File: config.mk
export PLATFORM = sky130hd
export DESIGN_NAME = txfifo_wr_arb_flat
export DESIGN_NICKNAME = d
export VERILOG_FILES = /design/src/rtl/txfifo_wr_arb_if.sv /design/src/rtl/txfifo_wr_arb.sv /design/src/flat_wrapper.sv
export SDC_FILE = /design/constraint.sdc
export NUM_CORES = 1
export LEC_CHECK = 0
export ABC_AREA = 0
export ABC_CLOCK_PERIOD_IN_PS = 3700
export CAP_MARGIN = 20
export CORE_ASPECT_RATIO = 0.5
export CORE_MARGIN = 2
export CORE_UTILIZATION = 35
export DETAILED_ROUTE_END_ITERATION = 10
export GPL_TIMING_DRIVEN = 0
export PLACE_DENSITY = 0.87
export SLEW_MARGIN = 0
export SYNTH_ARGS = -nofsm -noshare
export SYNTH_HDL_FRONTEND = slang
export SYNTH_SLANG_ARGS = --single-unit
File: constraint.sdc
create_clock -name wrclk -period 3.7 [get_ports wrclk]
set_clock_uncertainty 0.05 [all_clocks]
set_input_delay 0.555 -clock wrclk [delete_from_list [all_inputs] [get_ports wrclk]]
set_output_delay 0.555 -clock wrclk [all_outputs]
set_load 0.02 [all_outputs]
File: src/rtl/txfifo_wr_arb_if.sv
// Bundle of requester, status and FIFO write-port signals for txfifo_wr_arb.
// The arbiter connects through the slave modport; the environment uses master.
interface txfifo_wr_arb_if #(
    parameter int unsigned WIDTH = 64,
    parameter int unsigned PTR   = 4
);
    logic             req0;
    logic             req1;
    logic [PTR:0]     len0;
    logic [PTR:0]     len1;
    logic             vld0;
    logic             vld1;
    logic [WIDTH-1:0] data0;
    logic [WIDTH-1:0] data1;
    logic             gnt0;
    logic             gnt1;
    logic             rdy0;
    logic             rdy1;
    logic             done0;
    logic             done1;
    logic             err;
    logic             busy;
    logic             fifo_wrreq;
    logic [WIDTH-1:0] fifo_data;
    logic             fifo_wrfull;
    logic [PTR:0]     fifo_wrusedw;

    modport slave (
        input  req0, req1, len0, len1, vld0, vld1, data0, data1,
        input  fifo_wrfull, fifo_wrusedw,
        output gnt0, gnt1, rdy0, rdy1, done0, done1, err, busy,
        output fifo_wrreq, fifo_data
    );

    modport master (
        output req0, req1, len0, len1, vld0, vld1, data0, data1,
        output fifo_wrfull, fifo_wrusedw,
        input  gnt0, gnt1, rdy0, rdy1, done0, done1, err, busy,
        input  fifo_wrreq, fifo_data
    );
endinterface

File: src/rtl/txfifo_wr_arb.sv
// Round-robin write-port arbiter for the TX FIFO: admits whole packets only
// when the FIFO has room for all of them, so packets are never interleaved.
module txfifo_wr_arb #(
    parameter int unsigned WIDTH = 64,
    parameter int unsigned DEPTH = 16,
    parameter int unsigned PTR   = 4
) (
    input  logic            wrclk,
    input  logic            aclr,
    txfifo_wr_arb_if.slave  bus
);
    typedef enum logic [1:0] {IDLE, CHECK, XFER, HOLD} state_t;

    localparam logic [PTR+1:0] DEPTH_W = (PTR+2)'(DEPTH);
    localparam logic [PTR:0]   ONE     = (PTR+1)'(1);

    state_t           state_q, state_d;
    logic             sel_q, sel_d;
    logic             last_q, last_d;
    logic             hold_q, hold_d;
    logic [PTR:0]     len_q, len_d;
    logic [PTR:0]     cnt_q, cnt_d;
    logic             fifo_wrreq_q, fifo_wrreq_d;
    logic [WIDTH-1:0] fifo_data_q, fifo_data_d;

    logic             win;
    logic [PTR+1:0]   used_w;
    logic [PTR+1:0]   free;
    logic             bad_len;
    logic             room;
    logic             vld_sel;
    logic [WIDTH-1:0] data_sel;
    logic             gnt_sel;
    logic             rdy_sel;
    logic             done_sel;
    logic             err_c;

    // Occupancy above DEPTH cannot come from a matching FIFO; clamp free at 0.
    always_comb begin
        used_w   = {1'b0, bus.fifo_wrusedw};
        free     = (used_w >= DEPTH_W) ? '0 : (DEPTH_W - used_w);
        bad_len  = (len_q == '0) || ({1'b0, len_q} > DEPTH_W);
        room     = (free >= {1'b0, len_q});
        win      = (bus.req0 && bus.req1) ? ~last_q : bus.req1;
        vld_sel  = sel_q ? bus.vld1  : bus.vld0;
        data_sel = sel_q ? bus.data1 : bus.data0;
    end

    always_comb begin
        state_d  = state_q;
        sel_d    = sel_q;
        last_d   = last_q;
        hold_d   = hold_q;
        len_d    = len_q;
        cnt_d    = cnt_q;
        gnt_sel  = 1'b0;
        rdy_sel  = 1'b0;
        done_sel = 1'b0;
        err_c    = 1'b0;

        case (state_q)
            IDLE: begin
                if (bus.req0 || bus.req1) begin
                    sel_d   = win;
                    len_d   = win ? bus.len1 : bus.len0;
                    cnt_d   = '0;
                    state_d = CHECK;
                end
            end
            CHECK: begin
                if (bad_len) begin
                    err_c    = 1'b1;
                    done_sel = 1'b1;
                    last_d   = sel_q;
                    hold_d   = 1'b0;
                    state_d  = HOLD;
                end else if (room) begin
                    state_d = XFER;
                end
            end
            XFER: begin
                gnt_sel = 1'b1;
                rdy_sel = vld_sel && !bus.fifo_wrfull;
                if (rdy_sel) begin
                    cnt_d = cnt_q + ONE;
                    if (cnt_q == len_q - ONE) begin
                        done_sel = 1'b1;
                        last_d   = sel_q;
                        hold_d   = 1'b0;
                        state_d  = HOLD;
                    end
                end
            end
            HOLD: begin
                // Two cycles: registered write, then the wrusedw update.
                if (hold_q) begin
                    hold_d  = 1'b0;
                    state_d = IDLE;
                end else begin
                    hold_d = 1'b1;
                end
            end
            default: state_d = IDLE;
        endcase

        fifo_wrreq_d = rdy_sel;
        fifo_data_d  = rdy_sel ? data_sel : fifo_data_q;
    end

    always_ff @(posedge wrclk) begin
        if (aclr) begin
            state_q      <= IDLE;
            sel_q        <= 1'b0;
            last_q       <= 1'b1;
            hold_q       <= 1'b0;
            len_q        <= '0;
            cnt_q        <= '0;
            fifo_wrreq_q <= 1'b0;
            fifo_data_q  <= '0;
        end else begin
            state_q      <= state_d;
            sel_q        <= sel_d;
            last_q       <= last_d;
            hold_q       <= hold_d;
            len_q        <= len_d;
            cnt_q        <= cnt_d;
            fifo_wrreq_q <= fifo_wrreq_d;
            fifo_data_q  <= fifo_data_d;
        end
    end

    assign bus.gnt0       = gnt_sel  && !sel_q;
    assign bus.gnt1       = gnt_sel  &&  sel_q;
    assign bus.rdy0       = rdy_sel  && !sel_q;
    assign bus.rdy1       = rdy_sel  &&  sel_q;
    assign bus.done0      = done_sel && !sel_q;
    assign bus.done1      = done_sel &&  sel_q;
    assign bus.err        = err_c;
    assign bus.busy       = (state_q != IDLE);
    assign bus.fifo_wrreq = fifo_wrreq_q;
    assign bus.fifo_data  = fifo_data_q;
endmodule

File: src/flat_wrapper.sv
// flat-port wrapper written by rule: the top's interface ports become plain ports
module txfifo_wr_arb_flat 
#(
    parameter int unsigned WIDTH = 64,
    parameter int unsigned DEPTH = 16,
    parameter int unsigned PTR   = 4
)
  (wrclk, aclr, bus_req0, bus_req1, bus_len0, bus_len1, bus_vld0, bus_vld1, bus_data0, bus_data1, bus_fifo_wrfull, bus_fifo_wrusedw, bus_gnt0, bus_gnt1, bus_rdy0, bus_rdy1, bus_done0, bus_done1, bus_err, bus_busy, bus_fifo_wrreq, bus_fifo_data);
  txfifo_wr_arb_if #(.WIDTH(WIDTH), .PTR(PTR)) bus_i ();
  input  logic wrclk;
  input  logic aclr;
  input wire logic [$bits(bus_i.req0)-1:0] bus_req0;
  input wire logic [$bits(bus_i.req1)-1:0] bus_req1;
  input wire logic [$bits(bus_i.len0)-1:0] bus_len0;
  input wire logic [$bits(bus_i.len1)-1:0] bus_len1;
  input wire logic [$bits(bus_i.vld0)-1:0] bus_vld0;
  input wire logic [$bits(bus_i.vld1)-1:0] bus_vld1;
  input wire logic [$bits(bus_i.data0)-1:0] bus_data0;
  input wire logic [$bits(bus_i.data1)-1:0] bus_data1;
  input wire logic [$bits(bus_i.fifo_wrfull)-1:0] bus_fifo_wrfull;
  input wire logic [$bits(bus_i.fifo_wrusedw)-1:0] bus_fifo_wrusedw;
  output wire logic [$bits(bus_i.gnt0)-1:0] bus_gnt0;
  output wire logic [$bits(bus_i.gnt1)-1:0] bus_gnt1;
  output wire logic [$bits(bus_i.rdy0)-1:0] bus_rdy0;
  output wire logic [$bits(bus_i.rdy1)-1:0] bus_rdy1;
  output wire logic [$bits(bus_i.done0)-1:0] bus_done0;
  output wire logic [$bits(bus_i.done1)-1:0] bus_done1;
  output wire logic [$bits(bus_i.err)-1:0] bus_err;
  output wire logic [$bits(bus_i.busy)-1:0] bus_busy;
  output wire logic [$bits(bus_i.fifo_wrreq)-1:0] bus_fifo_wrreq;
  output wire logic [$bits(bus_i.fifo_data)-1:0] bus_fifo_data;
  assign bus_i.req0 = bus_req0;
  assign bus_i.req1 = bus_req1;
  assign bus_i.len0 = bus_len0;
  assign bus_i.len1 = bus_len1;
  assign bus_i.vld0 = bus_vld0;
  assign bus_i.vld1 = bus_vld1;
  assign bus_i.data0 = bus_data0;
  assign bus_i.data1 = bus_data1;
  assign bus_i.fifo_wrfull = bus_fifo_wrfull;
  assign bus_i.fifo_wrusedw = bus_fifo_wrusedw;
  assign bus_gnt0 = bus_i.gnt0;
  assign bus_gnt1 = bus_i.gnt1;
  assign bus_rdy0 = bus_i.rdy0;
  assign bus_rdy1 = bus_i.rdy1;
  assign bus_done0 = bus_i.done0;
  assign bus_done1 = bus_i.done1;
  assign bus_err = bus_i.err;
  assign bus_busy = bus_i.busy;
  assign bus_fifo_wrreq = bus_i.fifo_wrreq;
  assign bus_fifo_data = bus_i.fifo_data;
  txfifo_wr_arb #(.WIDTH(WIDTH), .DEPTH(DEPTH), .PTR(PTR)) u_core (.wrclk(wrclk), .aclr(aclr), .bus(bus_i));
endmodule
# --- Yosys cells after proc, flatten, opt, wreduce, memory -nomap -nowiden ---
# Cells that the tools add are included.
op_classes:
  add_sub_neg: 3
  n_lt_le_gt_ge: 3
  eq_ne: 10
  muxes: 31
  bitwise_logic: 1
  n_reduce_logical: 23
ops:
  columns: ["cell", "count"]
  rows:
  - ["two-way mux 64 bit", 1]
  - ["two-way mux 1 bit", 15]
  - ["two-way mux 5 bit", 3]
  - ["two-way mux 2 bit", 6]
  - ["!= test 2 x 1 -> 1 bit, second input constant", 5]
  - ["one-hot mux 5 bit (2 select lines)", 1]
  - ["logical AND 1 bit", 8]
  - ["one-hot mux 2 bit (4 select lines)", 1]
  - ["AND reduction 4 bit", 2]
  - [">= comparator 6 x 5 -> 1 bit", 1]
  - ["two-way mux 6 bit", 1]
  - ["nonzero test 2 bit", 3]
  - ["subtractor 5 x 5 -> 6 bit, first input constant", 1]
  - ["adder 5 x 1 -> 5 bit, second input constant", 1]
  - ["equality test 5 bit", 1]
  - [">= comparator 5 bit, second input constant", 1]
  - ["> comparator 5 bit, second input constant", 1]
  - ["logical NOT 5 bit", 1]
  - ["AND reduction 5 bit", 1]
  - ["subtractor 5 x 1 -> 5 bit, second input constant", 1]
  - ["equality test 2 bit, second input constant", 2]
  - ["one-hot mux 1 bit (2 select lines)", 2]
  - ["!= test 3 x 1 -> 1 bit, second input constant", 1]
  - ["one-hot mux 1 bit (3 select lines)", 1]
  - ["8 further kinds", 10]
totals:
  ff_bits: 80
  in_bits: 150
  output_inout_bits: 73
  wordCells: 79

# --- Logic depth before layout (Yosys ltp) ---
logic_depth:
  depth_word: 6
  depth_mapped: 12
  ltp_nobuf: 12

# --- Least setup slack after synthesis ---
# OpenSTA, ideal clock, no wires.
synth_path:
  path_kind: "input -> register"
  start: "in bus_fifo_wrusedw[0]"
  end: "reg u_core.state_q[0]"
  setup_ns: 0.121
  arrival_ns: 2.660
  required_time_ns: 3.529
  setup_slack_ns: 0.869
  cell_stages: 12
  path_buffers: 0
  cell_sequence: "inv_1 > ha_1 > nor3b_1 > ha_1 > nor2_1 > and2_1 > ha_1 > a211oi_1 > o21bai_1 > a211o_1 > and3_4 > mux2_4"
synth_via:
  elab_chain_cells: 5
  elab_cells_between_ends: 6
  classes_between: "add/sub: 1; order compare: 2; eq/ne: 1; mux: 1; reduce/logical: 1"
synth_lines:
  columns: ["item", "line_no", "rtl"]
  rows:
  - ["start: declaration", "flat_wrapper.sv:21", "input wire logic [$bits(bus_i.fifo_wrusedw)-1:0] bus_fifo_wrusedw;"]
  - ["subtractor 5 x 5 -> 6 bit or >= comparator 5 bit (tied branches)", "txfifo_wr_arb.sv:41", "free = (used_w >= DEPTH_W) ? '0 : (DEPTH_W - used_w);"]
  - ["two-way mux 6 bit (*)", "txfifo_wr_arb.sv:41", null]
  - [">= comparator 6 x 5 -> 1 bit (*)", "txfifo_wr_arb.sv:43", "room = (free >= {1'b0, len_q});"]
  - ["!= test 3 x 1 -> 1 bit (no line) (*)", null, null]
  - ["AND reduction 5 bit (no line) (*)", null, null]
  - ["end signal: assignment", "txfifo_wr_arb.sv:121", "state_q <= state_d;"]
  - ["end: declaration", "txfifo_wr_arb.sv:17", "state_t state_q, state_d;"]
# Mark *: on every way between the ends. The rest lies on a longest branch, timed or not.
# A chain may end at the register's enable or synchronous reset.

# --- Final worst setup path ---
layout_path:
  start: "reg u_core.state_q[0]"
  end: "out bus_done0"
layout_via:
  elab_chain_cells: 3
  elab_cells_between_ends: 4
  classes_between: "eq/ne: 2; mux: 1; reduce/logical: 1"
layout_lines:
  columns: ["item", "line_no", "rtl"]
  rows:
  - ["equality test 2 bit or equality test 2 x 1 -> 1 bit (tied branches)", "txfifo_wr_arb.sv:61", "case (state_q)"]
  - ["one-hot mux 1 bit (2 select lines) (*)", "txfifo_wr_arb.sv:61", null]
  - ["logical AND 1 bit (*)", "txfifo_wr_arb.sv:136", "assign bus.done0 = done_sel && !sel_q;"]
  - ["end: declaration", "flat_wrapper.sv:26", "output wire logic [$bits(bus_i.done0)-1:0] bus_done0;"]
# Marked as above.

==> run summary <==
Distinct cells, synth: 47
vias in the first global route: 3839
DRT antenna net count: 0
CTS Buf Count: 9
Via Count: 4034
Die X: 147.7 um
routed vias/inst: 5.343
Seq pwr share: 35.7%
Resized cells post-CTS: 0
fin crit share: 95.63%
Synth Register Bits: 80
final worst path period need: 3.538 ns
Congestion Overflow GR: 0
asr flop ratio synth: 0%
CTS root buffer: clkbuf_16
sequential-to-total area share from yosys stat: 44.34%
Clock Latency Late Sink: 0.33 ns
Pint: 0.001941 W
clock share of power: 30.0%
Post-Syn Area per Cell: 9.556 um^2
Net Sw Power: 0.0008424 W
Cells after Synth: 378
static leakage: 2.368 nW
DRC: 0
CP endpoint kind: primary output
WL final: 12790 um
# port buffers: 221
DRT Pass-1 Iters: 9
antenna cells: 0
global-route wire length before repair: 18920 um
Pwr Density: 442.8 nW/um^2
initial antenna violation count: 0
fraction of layout cells with a size suffix above 1: 6.829%
H-tree Lvls: 3
max-cap violations: 0
WP data required: 3.09 ns
Final Hold Viols: 0
die area: 11200 um^2
setup TNS: 0 ns
CTS max path bufs: 2
NumNets Final: 774
Post-CTS Hold Buffers: 0
I/O Pins: 223
Layout area overhead: 74.06%
CP Launch Type: flop
routed len/inst: 16.94 um
min-delay worst type: flop to flop
yosys warns: 0
TritonCTS Sinks: 80
postcts setup bufs: 0
final core utilization: 62.14%
Max Fclk: 282.6 MHz
Final setup viols: 0
synthesized area: 3612 um^2
Initial DRC Count: 619
Mapped Nets: 542
switching share of power: 30.26%
WP data arrival: 2.93 ns
post-DP HPWL: 9769 um
prevailing post-synth register cell: dfxtp_1
Placer Congestion: 0.8236
TritonCTS clock tree: done
most frequent cells in the layout: clkdlybuf4s50_1 (221), nor2_1 (91), dfxtp_1 (80)
# rows: 26
commonest non-fill, non-tap cell in the layout: clkdlybuf4s50_1
Slew Viols, Final: 0
Die Ht: 75.84 um
RSZ-0062 raised after global routing: no
Post-synth EDFFs: 0
Initial Utilization: 35.70%
peak supply drop: 0.0003191 V
clock slew seen by the registers of the worst setup and hold paths: 0.06 ns
outcome: completed
Slew @ Worst Pin: 0.6282 ns
slew margin rel.: 58.12%
CORE AREA: 10120 um^2
Comb power frac: 34.4%
crit-path max FO: 10
largest net degree at the start of global routing: 13
Global Route Usage Sum: 21.61%
Crit Path Class: flop to primary output
-- routing by layer --
metal  wire [um]  share of wire, %  GRT usage (%)
met1        5133                40          26.58
met2        6648                52          38.86
met3         775               6.1          4.491
met4         232               1.8          7.479
met5           0                 0              0
-- final cells by class --
cell class              count  area [um^2]
fillers                   830         3830
flip-flops and latches     80         1602
plain buffers              33        165.2
repair buffers            221         2212
well taps                 140        175.2
clock inverters             3        15.01
multi-input cells         254         1807
clock buffers              13        270.3
inverters                  11        41.29
-- logic make-up (layout without fill, tap and decap cells) --
kind of cell,Yosys count,in the layout,synth area share (%)
simple gates,125,125,15.38
mux,10,10,2.910
flops,80,80,44.34
compound gates,93,93,23.69
xor+xnor,12,12,3.117
fa+ha+maj,14,14,4.849
buf+inv,44,281,5.715
-- power by group through the flow --
stage | Combinational (W) | Clock (W) | Sequential, W
floorplan | 0.000541 | 0 | 0.00104
global placement | 0.000930 | 0 | 0.00101
detailed placement | 0.000950 | 0 | 0.00101
CTS | 0.000957 | 0.000848 | 0.000994
global route | 0.00104 | 0.000889 | 0.00100
finish | 0.000956 | 0.000834 | 0.000993
-- registers in the layout, indices dropped and copies added (netlist names) --
register,flops
u_core.bus.fifo_data,64
u_core.bus.fifo_wrreq,1
u_core.cnt_q,5
u_core.hold_q,1
u_core.last_q,1
u_core.len_q,5
u_core.sel_q,1
u_core.state_q,2
-- critical path, stage by stage, from the launching register on --
cell             delay (ns)
dfxtp_1                0.34
inv_1                  0.13
ha_2                   0.31
nand2b_1               0.14
or2_1                  0.25
buf_2                  0.18
buf_2                  0.22
nor2_1                 0.13
o21ai_0                0.14
nor2_1                 0.14
clkdlybuf4s50_1        0.63
-- synth_stat cells, drive strengths merged (2+ instances only) --
cell type | count | area (um^2)
nor2 | 91 | 341.6
dfxtp | 80 | 1602
a222oi | 64 | 640.6
buf | 18 | 98.85
clkbuf | 15 | 66.31
ha | 14 | 175.2
inv | 11 | 41.29
mux2i | 9 | 90.09
xor2 | 7 | 61.31
a211oi | 6 | 45.04
nor3 | 6 | 30.03
a21oi | 5 | 28.78
nand2 | 5 | 21.27
nand2b | 5 | 31.28
o21ai | 5 | 25.02
xnor2 | 5 | 51.30
nor3b | 4 | 35.03
a22oi | 3 | 22.52
and2 | 3 | 18.77
a211o | 2 | 17.52
and2b | 2 | 16.27
nand4 | 2 | 12.51
nor2b | 2 | 12.51
o21bai | 2 | 15.01
or2 | 2 | 12.52
-- worst paths after layout --
check	slack, ns	startpoint	endpoint	cells after the start
setup reg to reg	1.46	u_core.state_q[0]	u_core.bus.fifo_data[56]	9
hold / removal	0.44	u_core.hold_q	u_core.hold_q	2
setup / recovery	0.16	u_core.state_q[0]	bus_done0	10
hold reg to reg	0.44	u_core.hold_q	u_core.hold_q	2
-- per-stage QoR --
step	setup WS [ns]	hold slack [ns]	instances	power [W]	cell area, um^2
6_report	0.1616	0.4402	755	0.002784	6287
5_1_grt	0.006194	0.4794	755	0.002933	6287
4_1_cts	0.04867	0.4476	755	0.002799	6285
3_5_place_dp	0.1839	0.4336	739	0.001962	6000
3_3_place_gp	0.2421	0.4226	739	0.001939	6000
2_1_floorplan	0.8689	0.4064	378	0.001578	3612
(Power assumes the default switching activity.)
